===== src/rtl/ysyx_24100005_ifu.sv =====
`default_nettype none
// ============================================================================
// Module   : ysyx_24100005_ifu
// Purpose  : Instruction fetch unit. Owns the fetch PC, issues one instruction
//            read at a time, and presents the fetched word to decode/execute.
//            Redirects from execute may arrive at any time. A response that
//            belongs to a superseded fetch is dropped.
// Revision : 1.0 - initial release
// ============================================================================
module ysyx_24100005_ifu #(
  parameter logic [31:0] RESET_PC = 32'h8000_0000
) (
  input  logic        clk,
  input  logic        rst,
  input  logic        redirect_valid,
  input  logic [31:0] redirect_pc,
  output logic        mem_req_valid,
  input  logic        mem_req_ready,
  output logic [31:0] mem_req_addr,
  input  logic        mem_resp_valid,
  input  logic [31:0] mem_resp_data,
  input  logic        mem_resp_err,
  output logic        out_valid,
  input  logic        out_ready,
  output logic [31:0] out_pc,
  output logic [31:0] out_inst,
  output logic        out_fault
);

  typedef enum logic [1:0] {
    ST_REQ   = 2'd0,
    ST_WAIT  = 2'd1,
    ST_HOLD  = 2'd2,
    ST_FAULT = 2'd3
  } state_e;

  state_e      state_q, state_d;
  logic [31:0] fetch_pc_q, fetch_pc_d;
  // Address on the request channel. It differs from fetch_pc only while a
  // request that was redirected before acceptance must stay stable.
  logic [31:0] req_addr_q, req_addr_d;
  logic        kill_q, kill_d;
  logic [31:0] out_pc_q, out_pc_d;
  logic [31:0] out_inst_q, out_inst_d;
  logic        out_fault_q, out_fault_d;
  logic        enter_req;

  // Next-state logic: per-state transitions, then a common REQ-entry step
  // that diverts misaligned targets straight into FAULT.
  always_comb begin
    state_d     = state_q;
    fetch_pc_d  = fetch_pc_q;
    req_addr_d  = req_addr_q;
    kill_d      = kill_q;
    out_pc_d    = out_pc_q;
    out_inst_d  = out_inst_q;
    out_fault_d = out_fault_q;
    enter_req   = 1'b0;

    case (state_q)
      ST_REQ: begin
        if (mem_req_ready) begin
          state_d = ST_WAIT;
        end
        // The in-flight (or about to be accepted) request is now stale.
        if (redirect_valid) begin
          fetch_pc_d = redirect_pc;
          kill_d     = 1'b1;
        end
      end
      ST_WAIT: begin
        if (redirect_valid) begin
          fetch_pc_d = redirect_pc;
          if (mem_resp_valid) begin
            kill_d    = 1'b0;
            enter_req = 1'b1;
          end else begin
            kill_d = 1'b1;
          end
        end else if (mem_resp_valid) begin
          if (kill_q) begin
            kill_d    = 1'b0;
            enter_req = 1'b1;
          end else begin
            out_inst_d  = mem_resp_err ? 32'h0 : mem_resp_data;
            out_fault_d = mem_resp_err;
            out_pc_d    = fetch_pc_q;
            state_d     = ST_HOLD;
          end
        end
      end
      ST_HOLD, ST_FAULT: begin
        if (redirect_valid) begin
          fetch_pc_d = redirect_pc;
          enter_req  = 1'b1;
        end else if (out_ready) begin
          fetch_pc_d = fetch_pc_q + 32'd4;
          enter_req  = 1'b1;
        end
      end
      default: state_d = ST_REQ;
    endcase

    if (enter_req) begin
      if (fetch_pc_d[1:0] != 2'b00) begin
        state_d     = ST_FAULT;
        out_pc_d    = fetch_pc_d;
        out_inst_d  = 32'h0;
        out_fault_d = 1'b1;
      end else begin
        state_d    = ST_REQ;
        req_addr_d = fetch_pc_d;
      end
    end
  end

  // State registers with synchronous reset.
  always_ff @(posedge clk) begin
    if (rst) begin
      state_q     <= ST_REQ;
      fetch_pc_q  <= RESET_PC;
      req_addr_q  <= RESET_PC;
      kill_q      <= 1'b0;
      out_pc_q    <= RESET_PC;
      out_inst_q  <= 32'h0;
      out_fault_q <= 1'b0;
    end else begin
      state_q     <= state_d;
      fetch_pc_q  <= fetch_pc_d;
      req_addr_q  <= req_addr_d;
      kill_q      <= kill_d;
      out_pc_q    <= out_pc_d;
      out_inst_q  <= out_inst_d;
      out_fault_q <= out_fault_d;
    end
  end

  // Outputs; handshakes and presented data are forced idle while in reset.
  always_comb begin
    mem_req_valid = ~rst & (state_q == ST_REQ);
    mem_req_addr  = req_addr_q;
    out_valid     = ~rst & ((state_q == ST_HOLD) | (state_q == ST_FAULT));
    out_pc        = rst ? RESET_PC : out_pc_q;
    out_inst      = rst ? 32'h0 : out_inst_q;
    out_fault     = ~rst & out_fault_q;
  end

endmodule
`default_nettype wire

===== config.mk =====
export PLATFORM = sky130hd
export DESIGN_NAME = ysyx_24100005_ifu
export DESIGN_NICKNAME = d
export VERILOG_FILES = /design/src/rtl/ysyx_24100005_ifu.sv
export SDC_FILE = /design/constraint.sdc
export NUM_CORES = 1
export LEC_CHECK = 0
export BUFFER_PORTS_ARGS = -buffer_cell sky130_fd_sc_hd__buf_2
export CAP_MARGIN = 20
export CORE_MARGIN = 10
export CORE_UTILIZATION = 45
export DETAILED_ROUTE_END_ITERATION = 12
export PLACE_DENSITY = 0.7
export RECOVER_POWER = 25
export SYNTH_ARGS = -nofsm -noshare
export SYNTH_HDL_FRONTEND = slang
export SYNTH_SLANG_ARGS = --single-unit

===== constraint.sdc =====
create_clock -name clk -period 2.4 [get_ports clk]
set_input_delay 0.48 -clock clk [delete_from_list [all_inputs] [get_ports clk]]
set_output_delay 0.48 -clock clk [all_outputs]
set_load 0.05 [all_outputs]

==> key figures <==
Status
  • Status: finished clean

Layout
  • # fillers: 1350
  • Layout Cells excl Fill: 1156
  • Number of diodes: 0
  • Seq. cell area: 0.00264 mm^2
  • Multi-input gate area: 0.00352 mm^2
  • Layout area overhead: 27.1%
  • Most common cell after layout, fill and taps aside: dfxtp_1
  • Final Cell Area: 0.00819 mm^2
  • Final #Nets: 1035
  • Commonest cells after routing, fill and taps aside: dfxtp_1, buf_2, nand2_1, nor2b_1, nor2_1
  • Layout cell share with drive strength beyond 1: 0.226

Timing
  • Final Hold Violating Endpoints: 0
  • Tmin final: 2.20 ns
  • Clock Skew: 0.00822 ns
  • Fmax: 454 MHz
  • Period Utilization, post-route: 0.918
  • Setup violators final: 0
  • Hold WS: 0.352 ns
  • RSZ-0062 raised after global routing: false
  • Setup_tns: 0 ns
  • Slew Viols, Final: 0
  • Worst-Margin Slew: 0.877 ns
  • Max-slew headroom: 0.412

Synthesis
  • Syn Nets: 874
  • Ys async rst share: 0
  • EDFF count, synth: 0
  • Register area share after synthesis: 0.410
  • Mapped cell area: 0.00644 mm^2
  • Synth cell types: 63
  • Post-synthesis cell count: 802
  • Yosys warnings: 0
  • Avg Synthesized Cell Area: 8.03 um^2
  • Synth Register Bits: 132
  • Top FF cell, synth: dfxtp_1

Drt
  • DR vias: 6245
  • WL/cell: 16.6 um
  • Final wirelength: 19.2 mm
  • Post-DRT Antenna Nets: 0
  • DR iter-0 viols: 484
  • Vias/cell: 5.40
  • # DRC: 0
  • DRT Pass-1 Iters: 8

Placement
  • Routability cong.: 0.873
  • Buffers on Ports: 169
  • Cell total after placement: 1124
  • Dpl cell area: 0.00764 mm^2
  • Post-detail-place hpwl: 13.8 mm

Global routing
  • Total GRT Usage: 0.188
  • First-pass GRT wire length: 30.4 mm
  • Gr ovfl total: 0
  • Largest net degree at the start of global routing: 51
  • Vias in the first global route: 5837
  • Initial antenna violation count: 0

Setup path
  • CP max-delay cell: clkbuf_1
  • Crit start category: flip-flop
  • Cell depth of the worst setup path: 5
  • CP Max Fanout: 19
  • Worst R2R Path Depth: 5
  • Critical Path RT: 2.76 ns
  • CP Cell Sequence: or3b_2 > o221ai_4 > clkbuf_1 > and3_1 > a21o_1
  • Critical Path End Type: flip-flop
  • Arrival @ worst endpoint: 2.56 ns
  • Worst r2r src: state_q[1]
  • Worst path max stage delay: 0.66 ns
  • CP bufs+invs: 1
  • Crit path from: state_q[1]
  • Critical path class: flip-flop to flip-flop
  • Largest delay contributor family on the critical path: simple AND/OR/NAND/NOR gates

Floorplan
  • Die Area: 0.0195 mm^2
  • IO Pins: 170
  • Overall die width: 140 um
  • CORE AREA: 0.0139 mm^2
  • Die H: 140 um
  • Row cnt: 43
  • Starting Density: 0.462

Clock network
  • Clock Latency Late Sink: 0.42 ns
  • H-tree Lvls: 4
  • CTS root buffer: clkbuf_16
  • Clk buf depth: 2
  • Setup bufs post-CTS: 0
  • Clock sink count: 132
  • TritonCTS Buffers: 17
  • CTS clk-pin slew, worst paths: 0.06 ns
  • Post-CTS Resized: 0
  • Hold Buf Count CTS: 0
  • CTS tree: yes

Min path
  • Hold Crit Start: redirect_pc[0]
  • Hold Path Depth: 3
  • Worst min path class: input port to flip-flop

Pwr
  • Worst vdd ir: 472 uV
  • Pleak: 3.57 nW
  • Power Density: 736 mW/mm^2

Flow run
  • Max Cap Viol: 0
[routing by layer]
| metal | track usage | share of wire |
|---|---|---|
| met5 | 0 | 0 |
| met3 | 0.0524 | 0.068 |
| met4 | 0.0603 | 0.014 |
| met1 | 0.242 | 0.45 |
| met2 | 0.295 | 0.47 |
[synthesized netlist by cell type (all sizes together), types with 3 or more instances]
library cell / number / area share
a31oi: 6 / 0.0058
nand2b: 6 / 0.0058
inv: 11 / 0.0064
o22ai: 5 / 0.0049
o21ai: 35 / 0.028
o31a: 4 / 0.0054
and4: 6 / 0.0082
a211oi: 10 / 0.012
mux2i: 21 / 0.033
mux2: 6 / 0.010
nor2b: 79 / 0.077
and2: 8 / 0.0078
nand2: 95 / 0.055
nor2: 73 / 0.043
a21oi: 51 / 0.040
xnor2: 6 / 0.0082
xor2: 3 / 0.0041
buf: 17 / 0.013
nand3: 26 / 0.021
nor3: 21 / 0.019
nand4: 9 / 0.0087
or3: 3 / 0.0029
or2: 3 / 0.0029
and3: 46 / 0.045
o32ai: 9 / 0.012
a311oi: 10 / 0.016
nor3b: 4 / 0.0054
nor4: 7 / 0.0068
clkbuf: 49 / 0.029
dfxtp: 132 / 0.41
or4: 4 / 0.0052
o21a: 15 / 0.017
[worst min-delay path, cell delays in order]
cell and delay, ns:
buf_2 0.09, mux2i_1 0.08, nor2_1 0.08
[logic make-up after synthesis]
logic type                 synth area share
xor gates and xnor gates             0.0122
and+or+nand+nor                       0.319
buffers and inverters                0.0489
muxes                                0.0431
adders and majority gates           0.00194
DFF                                   0.410
AOI/OAI and AO/OA                     0.164
[final cells by class]
type	count	share of cell area
clock buffers	22	0.0567
clock inverters	10	0.0188
inverters	12	0.00550
multi-input cells	592	0.430
flip-flops and latches	132	0.323
well taps	180	0.0275
repair buffers	208	0.138
[flip-flops by register name, indices dropped and copies added (netlist names)]
signal and count:
out_fault_q 1, state_q 2, mem_req_addr 32, fetch_pc_q 32, out_pc_q 32, out_inst_q 32
kill_q 1
[path summary, 6_finish.rpt]
path | to | slack, ns
max | mem_req_addr[15] | 0.20
min | fetch_pc_q[0] | 0.35
max reg2reg | mem_req_addr[15] | 0.20
min reg2reg | mem_req_addr[11] | 0.46
[power by group]
part / leakage, nW / internal, W / total (W) / switching [W]
Combinational: 2.18 / 0.000312 / 0.000899 / 0.000587
Clock: 0.308 / 0.00178 / 0.00272 / 0.000933
Sequential: 1.08 / 0.00231 / 0.00241 / 0.0000953
[per-stage QoR]
| stage | util | setup WS [ns] | power [W] |
|---|---|---|---|
| global placement | 0.548 | 0.0770 | 0.00335 |
| CTS | 0.593 | 0.228 | 0.00608 |
| finish | 0.588 | 0.197 | 0.00603 |
| detailed placement | 0.548 | -0.0433 | 0.00336 |
| floorplan | - | 0.120 | 0.00305 |
| global route | 0.588 | 0.0871 | 0.00626 |
No activity file was read; power rests on OpenSTA's default activity.
